## src/rtl/gshare_pht_if.sv

```systemverilog
// Commit-to-updater and updater-to-PHT signal bundle for the gshare PHT updater.
// master drives commit results and write-port readiness; slave is the updater.
interface gshare_pht_if #(
  parameter int PC_W    = 32,
  parameter int BHR_LEN = 8,
  parameter int DEPTH   = 4
);
  localparam int CW = $clog2(DEPTH) + 1;

  logic               cm_valid_i;
  logic               cm_ready_o;
  logic [PC_W-1:0]    cm_pc_i;
  logic [BHR_LEN-1:0] cm_bhr_i;
  logic [1:0]         cm_pht_i;
  logic               cm_taken_i;
  logic               cm_mispredict_i;
  logic               wr_ready_i;
  logic               wepht_o;
  logic [1:0]         fixpht_o;
  logic [PC_W-1:0]    fixpc_o;
  logic [BHR_LEN-1:0] fixbhr_o;
  logic               prmiss_o;
  logic [BHR_LEN-1:0] prmiss_bhr_o;
  logic               prmiss_taken_o;
  logic [CW-1:0]      count_o;

  modport master (
    output cm_valid_i, cm_pc_i, cm_bhr_i, cm_pht_i, cm_taken_i, cm_mispredict_i, wr_ready_i,
    input  cm_ready_o, wepht_o, fixpht_o, fixpc_o, fixbhr_o,
           prmiss_o, prmiss_bhr_o, prmiss_taken_o, count_o
  );

  modport slave (
    input  cm_valid_i, cm_pc_i, cm_bhr_i, cm_pht_i, cm_taken_i, cm_mispredict_i, wr_ready_i,
    output cm_ready_o, wepht_o, fixpht_o, fixpc_o, fixbhr_o,
           prmiss_o, prmiss_bhr_o, prmiss_taken_o, count_o
  );
endinterface

```

## src/rtl/gshare_pht_updater.sv

```systemverilog
// Commit-side gshare PHT updater: steps 2-bit counters, coalesces pending writes
// per PHT index in a small FIFO, drains them to the PHT, and pulses BHR repair.
module gshare_pht_updater #(
  parameter int PC_W    = 32,
  parameter int BHR_LEN = 8,
  parameter int DEPTH   = 4
) (
  input logic        clk,
  input logic        rst,
  gshare_pht_if.slave bus
);
  localparam int AW = $clog2(DEPTH);
  localparam int CW = AW + 1;

  function automatic logic [1:0] step(input logic [1:0] c, input logic taken);
    if (taken) return (c == 2'd3) ? 2'd3 : c + 2'd1;
    else       return (c == 2'd0) ? 2'd0 : c - 2'd1;
  endfunction

  logic [DEPTH-1:0]   valid_q, valid_d;
  logic [1:0]         ctr_q [DEPTH];
  logic [1:0]         ctr_d [DEPTH];
  logic [PC_W-1:0]    pc_q  [DEPTH];
  logic [PC_W-1:0]    pc_d  [DEPTH];
  logic [BHR_LEN-1:0] bhr_q [DEPTH];
  logic [BHR_LEN-1:0] bhr_d [DEPTH];
  logic [BHR_LEN-1:0] idx_q [DEPTH];
  logic [BHR_LEN-1:0] idx_d [DEPTH];
  logic [CW-1:0]      head_q, head_d, tail_q, tail_d;
  logic               prmiss_q, prmiss_d, prmiss_taken_q, prmiss_taken_d;
  logic [BHR_LEN-1:0] prmiss_bhr_q, prmiss_bhr_d;

  logic [CW-1:0]      count;
  logic [AW-1:0]      head_ptr, tail_ptr, hit_slot;
  logic [BHR_LEN-1:0] in_idx;
  logic [DEPTH-1:0]   match;
  logic               full, empty, drain, head_hit, nonhead_hit, accept;

  assign count       = tail_q - head_q;
  assign empty       = (count == '0);
  assign full        = (count == CW'(DEPTH));
  assign head_ptr    = head_q[AW-1:0];
  assign tail_ptr    = tail_q[AW-1:0];
  assign in_idx      = bus.cm_pc_i[2 +: BHR_LEN] ^ bus.cm_bhr_i;
  assign drain       = !empty && bus.wr_ready_i;
  assign head_hit    = match[head_ptr];
  assign nonhead_hit = (|match) && !head_hit;
  assign accept      = bus.cm_valid_i && bus.cm_ready_o;

  // At most one valid entry shares an index, so the OR-reduced slot is exact.
  always_comb begin
    match    = '0;
    hit_slot = '0;
    for (int i = 0; i < DEPTH; i++) begin
      if (valid_q[i] && (idx_q[i] == in_idx)) begin
        match[i] = 1'b1;
        hit_slot = AW'(i);
      end
    end
  end

  always_comb begin
    valid_d        = valid_q;
    ctr_d          = ctr_q;
    pc_d           = pc_q;
    bhr_d          = bhr_q;
    idx_d          = idx_q;
    head_d         = head_q;
    tail_d         = tail_q;
    prmiss_d       = 1'b0;
    prmiss_bhr_d   = prmiss_bhr_q;
    prmiss_taken_d = prmiss_taken_q;
    if (drain) begin
      valid_d[head_ptr] = 1'b0;
      head_d            = head_q + CW'(1);
    end
    // Allocation follows the pop so a full-queue push may reuse the freed head slot.
    if (accept) begin
      if ((|match) && (!head_hit || !drain)) begin
        ctr_d[hit_slot] = step(ctr_q[hit_slot], bus.cm_taken_i);
        pc_d[hit_slot]  = bus.cm_pc_i;
        bhr_d[hit_slot] = bus.cm_bhr_i;
      end else begin
        ctr_d[tail_ptr]   = head_hit ? step(ctr_q[head_ptr], bus.cm_taken_i)
                                     : step(bus.cm_pht_i, bus.cm_taken_i);
        pc_d[tail_ptr]    = bus.cm_pc_i;
        bhr_d[tail_ptr]   = bus.cm_bhr_i;
        idx_d[tail_ptr]   = in_idx;
        valid_d[tail_ptr] = 1'b1;
        tail_d            = tail_q + CW'(1);
      end
      if (bus.cm_mispredict_i) begin
        prmiss_d       = 1'b1;
        prmiss_bhr_d   = bus.cm_bhr_i;
        prmiss_taken_d = bus.cm_taken_i;
      end
    end
  end

  always_ff @(posedge clk) begin
    if (rst) begin
      valid_q        <= '0;
      head_q         <= '0;
      tail_q         <= '0;
      prmiss_q       <= 1'b0;
      prmiss_bhr_q   <= '0;
      prmiss_taken_q <= 1'b0;
      for (int i = 0; i < DEPTH; i++) begin
        ctr_q[i] <= '0;
        pc_q[i]  <= '0;
        bhr_q[i] <= '0;
        idx_q[i] <= '0;
      end
    end else begin
      valid_q        <= valid_d;
      head_q         <= head_d;
      tail_q         <= tail_d;
      prmiss_q       <= prmiss_d;
      prmiss_bhr_q   <= prmiss_bhr_d;
      prmiss_taken_q <= prmiss_taken_d;
      ctr_q          <= ctr_d;
      pc_q           <= pc_d;
      bhr_q          <= bhr_d;
      idx_q          <= idx_d;
    end
  end

  assign bus.cm_ready_o     = !full || drain || nonhead_hit;
  assign bus.wepht_o        = !empty;
  assign bus.fixpht_o       = ctr_q[head_ptr];
  assign bus.fixpc_o        = pc_q[head_ptr];
  assign bus.fixbhr_o       = bhr_q[head_ptr];
  assign bus.prmiss_o       = prmiss_q;
  assign bus.prmiss_bhr_o   = prmiss_bhr_q;
  assign bus.prmiss_taken_o = prmiss_taken_q;
  assign bus.count_o        = count;
endmodule

```

## src/flat_wrapper.sv

```systemverilog
// flat-port wrapper written by rule: the top's interface ports become plain ports
module gshare_pht_updater_flat 
#(
  parameter int PC_W    = 32,
  parameter int BHR_LEN = 8,
  parameter int DEPTH   = 4
)
  (clk, rst, bus_cm_valid_i, bus_cm_pc_i, bus_cm_bhr_i, bus_cm_pht_i, bus_cm_taken_i, bus_cm_mispredict_i, bus_wr_ready_i, bus_cm_ready_o, bus_wepht_o, bus_fixpht_o, bus_fixpc_o, bus_fixbhr_o, bus_prmiss_o, bus_prmiss_bhr_o, bus_prmiss_taken_o, bus_count_o);
  gshare_pht_if #(.PC_W(PC_W), .BHR_LEN(BHR_LEN), .DEPTH(DEPTH)) bus_i ();
  input logic clk;
  input logic rst;
  input wire logic [$bits(bus_i.cm_valid_i)-1:0] bus_cm_valid_i;
  input wire logic [$bits(bus_i.cm_pc_i)-1:0] bus_cm_pc_i;
  input wire logic [$bits(bus_i.cm_bhr_i)-1:0] bus_cm_bhr_i;
  input wire logic [$bits(bus_i.cm_pht_i)-1:0] bus_cm_pht_i;
  input wire logic [$bits(bus_i.cm_taken_i)-1:0] bus_cm_taken_i;
  input wire logic [$bits(bus_i.cm_mispredict_i)-1:0] bus_cm_mispredict_i;
  input wire logic [$bits(bus_i.wr_ready_i)-1:0] bus_wr_ready_i;
  output wire logic [$bits(bus_i.cm_ready_o)-1:0] bus_cm_ready_o;
  output wire logic [$bits(bus_i.wepht_o)-1:0] bus_wepht_o;
  output wire logic [$bits(bus_i.fixpht_o)-1:0] bus_fixpht_o;
  output wire logic [$bits(bus_i.fixpc_o)-1:0] bus_fixpc_o;
  output wire logic [$bits(bus_i.fixbhr_o)-1:0] bus_fixbhr_o;
  output wire logic [$bits(bus_i.prmiss_o)-1:0] bus_prmiss_o;
  output wire logic [$bits(bus_i.prmiss_bhr_o)-1:0] bus_prmiss_bhr_o;
  output wire logic [$bits(bus_i.prmiss_taken_o)-1:0] bus_prmiss_taken_o;
  output wire logic [$bits(bus_i.count_o)-1:0] bus_count_o;
  assign bus_i.cm_valid_i = bus_cm_valid_i;
  assign bus_i.cm_pc_i = bus_cm_pc_i;
  assign bus_i.cm_bhr_i = bus_cm_bhr_i;
  assign bus_i.cm_pht_i = bus_cm_pht_i;
  assign bus_i.cm_taken_i = bus_cm_taken_i;
  assign bus_i.cm_mispredict_i = bus_cm_mispredict_i;
  assign bus_i.wr_ready_i = bus_wr_ready_i;
  assign bus_cm_ready_o = bus_i.cm_ready_o;
  assign bus_wepht_o = bus_i.wepht_o;
  assign bus_fixpht_o = bus_i.fixpht_o;
  assign bus_fixpc_o = bus_i.fixpc_o;
  assign bus_fixbhr_o = bus_i.fixbhr_o;
  assign bus_prmiss_o = bus_i.prmiss_o;
  assign bus_prmiss_bhr_o = bus_i.prmiss_bhr_o;
  assign bus_prmiss_taken_o = bus_i.prmiss_taken_o;
  assign bus_count_o = bus_i.count_o;
  gshare_pht_updater #(.PC_W(PC_W), .BHR_LEN(BHR_LEN), .DEPTH(DEPTH)) u_core (.clk(clk), .rst(rst), .bus(bus_i));
endmodule
```

## config.mk

```make
export PLATFORM = sky130hd
export DESIGN_NAME = gshare_pht_updater_flat
export DESIGN_NICKNAME = d
export VERILOG_FILES = /design/src/rtl/gshare_pht_if.sv /design/src/rtl/gshare_pht_updater.sv /design/src/flat_wrapper.sv
export SDC_FILE = /design/constraint.sdc
export NUM_CORES = 1
export LEC_CHECK = 0
export CORE_MARGIN = 3
export CORE_UTILIZATION = 35
export CTS_BUF_LIST = sky130_fd_sc_hd__clkbuf_16
export DETAILED_ROUTE_END_ITERATION = 16
export GPL_TIMING_DRIVEN = 0
export SLEW_MARGIN = 30
export SYNTH_ARGS = -nofsm -noshare
export SYNTH_HDL_FRONTEND = slang
export SYNTH_SLANG_ARGS = --single-unit
```

## constraint.sdc

```tcl
create_clock -name clk -period 5.7 [get_ports clk]
set_input_delay 1.71 -clock clk [delete_from_list [all_inputs] [get_ports clk]]
set_output_delay 1.71 -clock clk [all_outputs]
set_load 0.05 [all_outputs]
```

; Word-level counts from Yosys, hierarchy flattened
; Cells that the tools add are included.
[totals]
ff_bits = 220
output_inout_bits = 57
wordCells = 151
[classes]
add_sub_neg = 9
n_lt_le_gt_ge = 9
n_eq_ne = 8
n_mux = 67
bitwise = 9
reduce_logical = 27
[ops]
columns = operator, n
row1 = 128-bit bitwise mux, 2
row2 = 32-bit 2-to-1 mux, 5
row3 = 32-bit demux with 2-bit select, 2
row4 = 128-bit 2-to-1 mux, 1
row5 = 32-bit bitwise mux, 3
row6 = 32-bit binary-select mux with 2-bit select, 1
row7 = 2-bit 2-to-1 mux, 24
row8 = 8-bit 2-to-1 mux, 5
row9 = 8-bit demux with 2-bit select, 2
row10 = 8-bit == test, 4
row11 = 8-bit binary-select mux with 2-bit select, 1
row12 = 8-bit bitwise mux, 2
row13 = 1-bit logical AND, 12
row14 = 4-bit 2-to-1 mux, 3
row15 = 3-bit >= comparator (second input constant), 3
row16 = 1-bit 2-to-1 mux, 9
row17 = 2-bit NOT with 3-bit output, 3
row18 = 2-bit binary-select mux with 2-bit select, 2
row19 = 2-bit demux with 2-bit select, 2
row20 = 8-bit XOR, 1
row21 = 2-bit by 1-bit adder with 2-bit output (second input constant), 3
row22 = 3-bit by 1-bit adder with 3-bit output (second input constant), 2
row23 = 2-bit == test (second input constant), 3
row24 = 2-bit logical NOT, 3
row25 = other kinds (18), 31

; Depth between registers and ports, before layout
; Gate-level depths: netlist (run 1).
[logic_depth]
word_depth = 17
ltp_mapped = 14
ltp_nobuf = 12

; Worst setup path before layout (run 1)
; No wires, ideal clock.
[synth_timing]
path_kind = input port to output port
startpoint = in bus_cm_pc_i[6]
endpoint = out bus_cm_ready_o
arrival_time_ns = 3.835
required_ns = 3.990
path_slack_ns = 0.155
path_stages = 8
path_buffers = 1
cell_sequence = buf_2 > xor2_1 > mux2_1 > nor4b_2 > nor4_1 > nor3_1 > o21ai_0 > nand2_1
[synth_via]
elab_chain_len = 9
elab_cells_between_ends = 19
cone_classes = 4 x eq/ne / 6 x mux / 1 x bitwise / 8 x reduce/logical
[synth_rtl]
columns = element, line
row1 = from (decl), flat_wrapper.sv:13  ; input wire logic [$bits(bus_i.cm_pc_i)-1:0] bus_cm_pc_i;
row2 = 8-bit XOR *, gshare_pht_updater.sv:44  ; assign in_idx = bus.cm_pc_i[2 +: BHR_LEN] ^ bus.cm_bhr_i;
row3 = 8-bit == test, gshare_pht_updater.sv:55  ; if (valid_q[i] && (idx_q[i] == in_idx)) begin
row4 = 1-bit logical AND, gshare_pht_updater.sv:55
row5 = 1-bit 2-to-1 mux, gshare_pht_updater.sv:55
row6 = 1-bit binary-select mux with 2-bit select, gshare_pht_updater.sv:46  ; assign head_hit = match[head_ptr];
row7 = 1-bit 2-to-1 mux (implied by the code), gshare_pht_updater.sv:46
row8 = 1-bit logical NOT, gshare_pht_updater.sv:47  ; assign nonhead_hit = (|match) && !head_hit;
row9 = 1-bit logical AND *, gshare_pht_updater.sv:47
row10 = 1-bit logical OR *, gshare_pht_updater.sv:128  ; assign bus.cm_ready_o = !full || drain || nonhead_hit;
row11 = to (decl), flat_wrapper.sv:19  ; output wire logic [$bits(bus_i.cm_ready_o)-1:0] bus_cm_ready_o;
; Mark *: on every way between the ends. The rest lies on a longest branch, timed or not. The select of a mux whose other input is x is not followed.

; Worst setup path after layout (run 1)
[layout_timing]
startpoint = in bus_cm_pc_i[5]
endpoint = out bus_cm_ready_o
; Same word-level chain as after synthesis.

==> results by group, run 1 <==
Status
  – Outcome: complete, no violations

Global routing
  – Antenna violations before repair: 2
  – First-pass GRT wire length: 52.3 mm
  – Remaining Overflow, GRT: 0
  – Total GRT Usage: 0.200
  – Vias in the first global route: 8779
  – Largest net degree at the start of global routing: 14

Setup path
  – Critical Path Fanout Max: 9
  – CP arrival: 3.83 ns
  – Crit-path cells: buf_2 > xnor3_1 > nand4_1 > nor3_4 > mux4_2 > nor3_1 > o21ai_0 > nand2_1 > clkbuf_4
  – Critical path's largest stage delay: 0.62 ns
  – Worst R2R Setup Slack: 1.84 ns
  – CP Capture Type: output port
  – Kind of critical path: input pin to output port
  – Reg2reg path depth: 9
  – Critical R2R Capture: u_core.idx_q[29]
  – Crit-path leading delay family: multiplexers
  – CP max stage cell: mux4_2
  – Startpoint Class: input pin
  – Reg2reg start: u_core.head_q[1]
  – WP buf/inv: 2
  – Req. time, crit path: 3.99 ns

Finish
  – Post-route cell area: 0.0130 mm^2
  – Nets@finish: 1276
  – Final non-filler cell total: 1627
  – Synth-to-Final Area Change: 21.1%
  – Share of layout cells above drive strength 1: 0.117

STA
  – Final WS setup: 0.159 ns
  – Hold Fails Final Rpt: 0
  – Final setup TNS: 0 ns
  – FMAX: 180 MHz
  – Fin crit share: 0.972
  – Slew of the pin with the lowest slew margin: 0.883 ns
  – Slew headroom: 0.411
  – WHS: 0.454 ns
  – Unrepaired setup endpoints after global routing: no
  – Finish-stage setup viols: 0
  – Setup Skew: 0.0173 ns
  – Tmin final: 5.54 ns
  – Final Max Tran Viols: 0

Floorplan
  – Die Y: 181 um
  – Placement Rows: 63
  – Io pins: 105
  – Initial Util: 0.359
  – Die footprint: 0.0329 mm^2
  – Core box area: 0.0300 mm^2
  – Die W: 181 um

Logic synthesis
  – Primary FF master, synth: dfxtp_1
  – Count of cell types in the netlist: 55
  – Register area share after synthesis: 0.409
  – Synthesized cell area: 0.0108 mm^2
  – Register bit total from synthesis: 220
  – Cells after Synth: 1104
  – EDFF count, synth: 0
  – Synthesized net count: 1162
  – Mean post-synth cell area: 9.74 um^2
  – Synth warn: 0
  – Async S/R FF share, synth: 0

Power
  – Worst vdd rail ir drop: 0.208 mV
  – Power density over the cells: 407 mW/mm^2
  – Leakage: 5.32 nW

CTS
  – Clock slew at reported path FFs: 0.05 ns
  – CTS tree: yes
  – Root Driver: clkbuf_16
  – Clock latency on the worst-skew pair: 0.53 ns
  – H-tree depth: 1
  – Sinks on Clock Net: 220
  – CTS buffer count: 26
  – Clk buf depth: 3
  – Cts hold-fix bufs: 0

Hold path
  – Hold Startpoint: u_core.bus.prmiss_bhr_o[4]
  – Worst hold stages: 2
  – Hold crit path type: register to register
  – WHS Endpoint: u_core.bus.prmiss_bhr_o[4]

Drt
  – Vias/cell: 5.58
  – Iter 0 DRT Violations: 822
  – Residual DRC: 0
  – Via count: 9072
  – Antenna Violating Nets Remaining: 0
  – Post-DR wirelength/cell: 20.9 um
  – Total Wirelength: 34.0 mm
  – First-pass detailed-route iteration total: 5

Place
  – Routability Congestion: 0.905
  – DP Worst Slack: -0.952 ns
  – Area post-placement: 0.0121 mm^2
  – Final HPWL DP: 23.6 mm
  – # placed instances: 1578
  – Port Buffers: 84

Job
  – Total of max-cap violations: 0
synthesized netlist by cell type, drive strengths merged, types with 8 or more instances:
| master | n | area share |
|---|---|---|
| nor3 | 37 | 0.018 |
| nor3b | 8 | 0.0056 |
| mux2i | 91 | 0.085 |
| dfxtp | 220 | 0.41 |
| mux4 | 44 | 0.092 |
| ha | 9 | 0.010 |
| nor2 | 109 | 0.038 |
| xnor3 | 32 | 0.067 |
| nand2 | 37 | 0.013 |
| nand4 | 9 | 0.0052 |
| nand3 | 104 | 0.049 |
| clkbuf | 64 | 0.023 |
| o21ai | 83 | 0.039 |
| xor2 | 11 | 0.0090 |
| inv | 13 | 0.0045 |
| a21oi | 126 | 0.059 |
| buf | 48 | 0.026 |
report_power, final:
| group | leakage [nW] | switching, mW | total [mW] | internal, mW |
|---|---|---|---|---|
| logic | 3.10 | 1.16 | 1.84 | 0.677 |
| clock network | 0.437 | 0.669 | 1.72 | 1.05 |
| registers | 1.79 | 0.0737 | 1.74 | 1.67 |
worst register-to-register path: cells and delay by family (launching register included):
| kind | cells | cell delay (ns) |
|---|---|---|
| compound gates | 1 | 0.50 |
| buf+inv | 4 | 1.61 |
| flops | 1 | 0.42 |
| mux | 1 | 0.53 |
| simple gates | 3 | 0.67 |
per-layer routing:
layer / up-vias / share of wire / track usage
li1: 4202 / - / -
met1: 4472 / 0.44 / 0.285
met2: 350 / 0.46 / 0.315
met3: 48 / 0.067 / 0.0236
met4: 0 / 0.029 / 0.0664
met5: - / 0 / 0
through the flow:
step / utilization / total power [mW]
after floorplan: - / 3.04
after global placement: 0.403 / 3.58
after detailed placement: 0.404 / 3.60
after CTS: 0.433 / 5.31
after global routing: 0.435 / 5.52
final: 0.435 / 5.30
cells in the final DEF (no fill, tap or decap), types with 3 or more instances in the layout:
cell type,count
a21oi_1,126
or3_1,4
nor3_1,35
maj3_1,5
a211oi_1,5
dfxtp_1,220
clkbuf_2,8
ha_1,9
nor4_1,3
clkbuf_4,3
buf_4,14
clkinv_2,3
nand2_1,37
nand2b_1,3
a22oi_1,4
mux4_2,44
xor2_1,10
inv_1,16
nor3b_1,8
a221oi_1,3
clkbuf_16,26
nand4_1,9
nor2_1,109
clkbuf_1,57
nand3_1,103
nor2b_1,3
xnor3_1,32
buf_2,29
xnor2_1,3
clkdlybuf4s50_1,83
o21ai_0,82
o32ai_1,3
clkinv_1,8
bufinv_16,5
mux2i_1,91
cell type report:
type	count	area (um^2)
Fill cell	2929	16900
Antenna cell	2	5.00
Sequential cell	220	4400
Buffer	112	534
Inverter	14	52.6
Timing Repair Buffer	86	853
Multi-Input combinational cell	758	5820
Clock inverter	19	219
Clock buffer	26	651
Tap cell	390	488
how the worst max path moves through the flow:
stage / from / end / depth (start not counted)
after global placement: bus_cm_pc_i[6] / bus_cm_ready_o / 9
after global routing: bus_cm_bhr_i[2] / bus_cm_ready_o / 9
after CTS: bus_cm_pc_i[6] / bus_cm_ready_o / 9
final: bus_cm_pc_i[5] / bus_cm_ready_o / 9
after floorplan: bus_cm_pc_i[6] / bus_cm_ready_o / 8
after detailed placement: bus_cm_pc_i[6] / bus_cm_ready_o / 9
logic make-up (layout without fill, tap and decap cells):
family                     count (synthesis)  count (layout)  share of synthesized area
other                                      0               2                          0
xor gates and xnor gates                  46              46                     0.0784
AOI/OAI and AO/OA                        239             239                      0.124
buffers and inverters                    126             257                     0.0532
adders and majority gates                 15              15                     0.0170
DFF                                      220             220                      0.409
and+or+nand+nor                          322             322                      0.140
muxes                                    136             136                      0.178
state kept, by name (all words and copies together), names as in the netlist:
| register | count |
|---|---|
| u_core.bus.prmiss_bhr_o | 8 |
| u_core.ctr_q | 8 |
| u_core.head_q | 3 |
| u_core.valid_q | 4 |
| u_core.bhr_q | 32 |
| u_core.idx_q | 32 |
| u_core.bus.prmiss_o | 1 |
| u_core.pc_q | 128 |
| u_core.bus.prmiss_taken_o | 1 |
| u_core.tail_q | 3 |
repair_timing:
item / CTS / global route
endpoints found under the setup margin: 20 / 20
buffers inserted: 0 / 2
gates resized for setup: 7 / 12
pin swaps: 0 / 1
No activity file was read; power rests on OpenSTA's default activity.
==> run 2: changes to the inputs <==
--- a/config.mk
+++ b/config.mk
@@ -9,6 +9,7 @@
 export CORE_UTILIZATION = 35
 export CTS_BUF_LIST = sky130_fd_sc_hd__clkbuf_16
 export DETAILED_ROUTE_END_ITERATION = 16
+export DONT_BUFFER_PORTS = 1
 export GPL_TIMING_DRIVEN = 0
 export SLEW_MARGIN = 30
 export SYNTH_ARGS = -nofsm -noshare
==> run 2 against run 1 <==
Effect of this change:
- clock skew shrank 0.0054 ns
- global-route usage fell by 0.32 points
- fmax shrank 0.61%
- count of clock-buffer cells in the layout up 1
- largest cell class unchanged
- total power is 4.8% lower
- highest routed layer unchanged
- core utilization is 2.9 points lower
- largest power group is now sequential cells
- combinational power is 11% lower
- routed wire length fell by 2.1%
- cell area fell by 6.7%
- critical path depth is 1 lower
==> results by group, run 2 (synthesis results as in run 1) <==
Job
  – Total of max-cap violations: 0

Global routing
  – First-pass GRT wire length: 51.4 mm
  – Remaining Overflow, GRT: 0
  – Total GRT Usage: 0.196
  – Largest net degree at the start of global routing: 13
  – Vias in the first global route: 8497
  – Antenna violations before repair: 1

Drt
  – Antenna Violating Nets Remaining: 0
  – Total Wirelength: 33.3 mm
  – Via count: 8685
  – Iter 0 DRT Violations: 645
  – Vias/cell: 5.62
  – Post-DR wirelength/cell: 21.5 um
  – First-pass detailed-route iteration total: 5
  – Residual DRC: 0

STA
  – Hold Fails Final Rpt: 0
  – Tmin final: 5.57 ns
  – Final Max Tran Viols: 0
  – Setup Skew: 0.0119 ns
  – FMAX: 179 MHz
  – Slew of the pin with the lowest slew margin: 0.878 ns
  – Final setup TNS: 0 ns
  – WHS: 0.458 ns
  – Slew headroom: 0.415
  – Fin crit share: 0.978
  – Finish-stage setup viols: 0
  – Unrepaired setup endpoints after global routing: no

CTS
  – CTS tree: yes
  – Clock slew at reported path FFs: 0.06 ns
  – Sinks on Clock Net: 220
  – Clock latency on the worst-skew pair: 0.53 ns
  – CTS buffer count: 26
  – Root Driver: clkbuf_16
  – H-tree depth: 1
  – Clk buf depth: 3

Power
  – Internal: 3.18 mW
  – Sw power: 1.87 mW
  – Combinational share of power: 0.323
  – Worst vdd rail ir drop: 0.210 mV
  – Flop pwr share: 0.348
  – Clk pwr share: 0.328
  – Power density over the cells: 416 mW/mm^2
  – Net Sw Frac: 0.371
  – Leakage: 4.99 nW

Finish
  – Top Registers: u_core.pc_q (128), u_core.bhr_q (32), u_core.idx_q (32)
  – Most frequent cells in the layout: dfxtp_1, a21oi_1, nor2_1, nand3_1, mux2i_1
  – Commonest non-fill, non-tap cell in the layout: dfxtp_1
  – Final non-filler cell total: 1545
  – Max FFs per register: 128
  – Nets@finish: 1192
  – # fillers: 2964
  – Most flops, register: u_core.pc_q
  – Synth-to-Final Area Change: 12.9%
  – Core Util, Final: 0.406
  – Share of layout cells above drive strength 1: 0.121

Status
  – Outcome: complete, no violations

Setup path
  – Crit-path leading delay family: simple AND/OR/NAND/NOR gates
  – Critical Path Fanout Max: 9
  – WP buf/inv: 1
  – CP Capture Type: output port
  – CP max stage cell: nor3_1
  – Startpoint Class: input pin
  – Critical path's largest stage delay: 0.53 ns
  – CP arrival: 3.86 ns
  – Kind of critical path: input pin to output port
  – Req. time, crit path: 3.99 ns
  – Crit-path cells: buf_2 > xnor3_1 > nand3_1 > nor3_1 > mux4_2 > nor3_1 > o21ai_0 > nand2_2
  – Most frequent CP cell: nor3_1

Floorplan
  – Die W: 181 um
  – Placement Rows: 63
  – Die footprint: 0.0329 mm^2
  – Initial Util: 0.359
  – Core box area: 0.0300 mm^2
  – Die Y: 181 um
  – Io pins: 105

Hold path
  – Hold crit path type: register to register

Place
  – # placed instances: 1494
  – Routability Congestion: 0.916
  – Final HPWL DP: 23.5 mm
  – Port Buffers: 0
[run 2: cell count changes in the layout (fill, tap and decap cells not counted), moves of 2 or more]
| cell | before | now |
|---|---|---|
| clkbuf_1 | 57 | 61 |
| bufinv_16 | 5 | 3 |
| clkdlybuf4s50_1 | 83 | 0 |
| clkbuf_2 | 8 | 4 |
| clkbuf_4 | 3 | 0 |
| inv_1 | 16 | 18 |
[run 2: worst paths after layout]
| check | startpoint | end | slack, ns | depth (start not counted) |
|---|---|---|---|---|
| worst max-delay path | bus_cm_pc_i[7] | bus_cm_ready_o | 0.13 | 8 |
| worst min-delay path | u_core.valid_q[3] | u_core.valid_q[3] | 0.46 | 2 |
| worst max register to register | u_core.tail_q[0] | u_core.pc_q[33] | 1.57 | 13 |
| worst min register to register | u_core.valid_q[3] | u_core.valid_q[3] | 0.46 | 2 |
[run 2: routing by layer]
| metal | GRT usage | part of all wire | up-vias |
|---|---|---|---|
| met3 | 0.0455 | 0.078 | 73 |
| met4 | 0.0698 | 0.037 | 0 |
| li1 | - | - | 4032 |
| met2 | 0.313 | 0.45 | 340 |
| met5 | 0 | 0 | - |
| met1 | 0.262 | 0.43 | 4240 |
[run 2: timing repair]
action,in CTS,in global routing
buffers inserted,0,1
hold buffers,0,0
endpoints found under the setup margin,1,1
resized for setup,3,2
pin swaps,0,1
[run 2: worst reg2reg max path, stage by stage (launching register included)]
cell and delay (ns):
dfxtp_1 0.35, inv_1 0.12, ha_1 0.22, fa_1 0.37, xnor2_1 0.14, xor2_1 0.17, inv_1 0.36, o21a_1 0.25
clkbuf_1 0.40, a211oi_1 0.24, a21oi_1 0.65, clkbuf_1 0.46, o21ai_0 0.16, a21oi_1 0.17
[run 2: stage by stage]
| step | total power [mW] | instance area [um^2] | worst slack (ns) |
|---|---|---|---|
| 5_1_grt | 5.25 | 12100 | 0.0158 |
| 6_report | 5.05 | 12100 | 0.125 |
| 3_3_place_gp | 3.39 | 11200 | -0.436 |
| 3_5_place_dp | 3.40 | 11200 | -0.432 |
| 4_1_cts | 5.06 | 12100 | 0.00797 |
| 2_1_floorplan | 3.04 | 10800 | 0.155 |
[run 2: cell type report]
type | count | area (um^2) | share of cell area
buffer | 112 | 523 | 0.0431
inverter | 14 | 52.6 | 0.00433
sequential | 220 | 4400 | 0.363
clock inverter | 21 | 173 | 0.0142
clock buffer | 27 | 676 | 0.0556
timing repair buffer | 2 | 18.8 | 0.00155
tap | 390 | 488 | 0.0402
multi-input combinational | 758 | 5810 | 0.478
antenna | 1 | 2.50 | 0.000206
[run 2: power by group through the flow]
stage	logic, mW	registers, mW	clock network (mW)
after floorplan	1.27	1.77	0
after global placement	1.61	1.79	0
after detailed placement	1.61	1.79	0
after CTS	1.62	1.76	1.68
after global routing	1.75	1.77	1.73
final	1.63	1.76	1.66
==> run 3: changes to the inputs <==
==> constraint.sdc (replaced) <==
create_clock -name clk -period 5 [get_ports clk]
set_input_delay 1.5 -clock clk [delete_from_list [all_inputs] [get_ports clk]]
set_output_delay 1.5 -clock clk [all_outputs]
set_load 0.05 [all_outputs]
==> run 3 against run 2 <==
Effect of this change:
- non-clock buffer count did not move
- die area did not move
- cell area rose by 0.15%
- count of clock-buffer cells in the layout fell by 1
- clock skew rose by 0.011 ns
- cell count barely moved
- flip-flop and latch count did not move
- global-route usage rose by 0.21 points
- register-to-register slack got worse by 0.62 ns
- critical endpoint unchanged
==> results by group, run 3 (synthesis results as in run 1) <==
Floorplan
  – Io pins: 105
  – Die Y: 181 um
  – Die footprint: 0.0329 mm^2
  – Initial Util: 0.359
  – Core box area: 0.0300 mm^2
  – Placement Rows: 63
  – Die W: 181 um

Drt
  – Iter 0 DRT Violations: 771
  – Via count: 8852
  – Post-DR wirelength/cell: 21.9 um
  – Antenna Violating Nets Remaining: 0
  – Total Wirelength: 33.9 mm
  – First-pass detailed-route iteration total: 5
  – Vias/cell: 5.73
  – Residual DRC: 0

CTS
  – Clk buf depth: 3
  – H-tree depth: 1
  – Clock slew at reported path FFs: 0.06 ns
  – CTS buffer count: 26
  – Cts hold-fix bufs: 0
  – Clock latency on the worst-skew pair: 0.54 ns
  – CTS tree: yes
  – Sinks on Clock Net: 220
  – Root Driver: clkbuf_16

Finish
  – Most frequent cells in the layout: dfxtp_1, a21oi_1, nor2_1, nand3_1, mux2i_1
  – Most flops, register: u_core.pc_q
  – Top Registers: u_core.pc_q (128), u_core.bhr_q (32), u_core.idx_q (32)
  – Max FFs per register: 128
  – Final non-filler cell total: 1544
  – Synth-to-Final Area Change: 13.1%
  – # fillers: 2962
  – Share of layout cells above drive strength 1: 0.127
  – Commonest non-fill, non-tap cell in the layout: dfxtp_1
  – Nets@finish: 1192
  – Post-route cell area: 0.0122 mm^2

STA
  – Tmin final: 4.93 ns
  – WHS: 0.460 ns
  – Slew headroom: 0.428
  – Finish-stage setup viols: 0
  – Slew of the pin with the lowest slew margin: 0.859 ns
  – Setup Skew: 0.0231 ns
  – Hold Fails Final Rpt: 0
  – Final WS setup: 0.0748 ns
  – Fin crit share: 0.985
  – Unrepaired setup endpoints after global routing: no
  – Final Max Tran Viols: 0
  – FMAX: 203 MHz

Global routing
  – Total GRT Usage: 0.198
  – Largest net degree at the start of global routing: 14
  – Vias in the first global route: 8590
  – Antenna violations before repair: 2
  – First-pass GRT wire length: 51.8 mm
  – Remaining Overflow, GRT: 0

Setup path
  – Crit-path leading delay family: simple AND/OR/NAND/NOR gates
  – Critical path's largest stage delay: 0.50 ns
  – Startpoint Class: input pin
  – CP Capture Type: output port
  – Critical Path Fanout Max: 9
  – Crit-path cells: buf_2 > xnor3_1 > nand3_1 > nor3_2 > mux4_2 > nor3_1 > o21ai_1 > nand2_4
  – CP arrival: 3.43 ns
  – WP buf/inv: 1
  – Req. time, crit path: 3.50 ns
  – CP max stage cell: mux4_2
  – Kind of critical path: input pin to output port
  – Worst R2R Setup Slack: 0.95 ns

Power
  – Internal: 3.60 mW
  – Worst vdd rail ir drop: 0.274 mV
  – Net Sw Frac: 0.375
  – Leakage: 5.00 nW
  – Power density over the cells: 473 mW/mm^2
  – PnR Total Power: 5.75 mW
  – Sw power: 2.16 mW
  – Combinational share of power: 0.324
  – Clk pwr share: 0.327
  – Flop pwr share: 0.349

Place
  – # placed instances: 1494
  – Routability Congestion: 0.874
  – DP Worst Slack: -0.400 ns
  – Final HPWL DP: 23.7 mm
  – Area post-placement: 0.0113 mm^2
  – Port Buffers: 0

Job
  – Total of max-cap violations: 0

Status
  – Outcome: complete, no violations

Hold path
  – Hold crit path type: register to register
[run 3: changes by cell type in the layout (fill, tap and decap cells not counted), sizes merged]
| cell | previous run | this run |
|---|---|---|
| inv | 19 | 18 |
| clkbuf | 92 | 90 |
| buf | 49 | 50 |
| clkinv | 13 | 14 |
[run 3: worst register-to-register path, stage by stage (launching register included)]
cell	delay (ns)
dfxtp_1	0.35
inv_1	0.11
ha_1	0.22
fa_1	0.38
xnor2_1	0.14
xor2_1	0.17
inv_1	0.36
o21a_1	0.25
clkbuf_1	0.41
a211oi_1	0.24
a21oi_1	0.61
clkbuf_1	0.44
o21ai_0	0.15
a21oi_1	0.17
[run 3: final cells by class]
type                            instances  area [um^2]  area share
Multi-Input combinational cell        758         5830       0.479
Sequential cell                       220         4400       0.362
Clock buffer                           26          651      0.0535
Buffer                                111          528      0.0434
Tap cell                              390          488      0.0401
Clock inverter                         21          186      0.0153
Inverter                               14         52.6     0.00432
Timing Repair Buffer                    3         22.5     0.00185
Antenna cell                            1         2.50    0.000206
[run 3: worst paths after layout]
check | startpoint | cells after the start | endpoint
min reg2reg | u_core.idx_q[0] | 2 | u_core.idx_q[0]
min | u_core.idx_q[0] | 2 | u_core.idx_q[0]
max | bus_cm_pc_i[7] | 8 | bus_cm_ready_o
max reg2reg | u_core.tail_q[0] | 13 | u_core.pc_q[41]
[run 3: metrics by stage]
step | utilization | setup TNS, ns
final | 0.406 | 0
after detailed placement | 0.376 | -0.639
after global routing | 0.406 | 0
after global placement | 0.376 | -1.03
after floorplan | - | 0
after CTS | 0.405 | -0.0937
[run 3: repair_timing]
| action | in CTS | in global routing |
|---|---|---|
| pin swaps | 2 | 0 |
| setup buffers | 1 | 2 |
| endpoints found under the setup margin | 20 | 1 |
| gates resized for setup | 8 | 3 |
[run 3: power by group through the flow]
| stage | clock network, mW | logic [mW] | registers, mW |
|---|---|---|---|
| floorplan | 0 | 1.46 | 2.01 |
| global placement | 0 | 1.83 | 2.04 |
| detailed placement | 0 | 1.85 | 2.04 |
| CTS | 1.90 | 1.85 | 2.01 |
| global route | 1.99 | 1.99 | 2.02 |
| finish | 1.88 | 1.87 | 2.01 |
[run 3: routing by layer]
metal	GRT usage	wire length [um]
met1	0.261	14300
met2	0.318	15500
met3	0.0481	2790
met4	0.0737	1310
met5	0	7
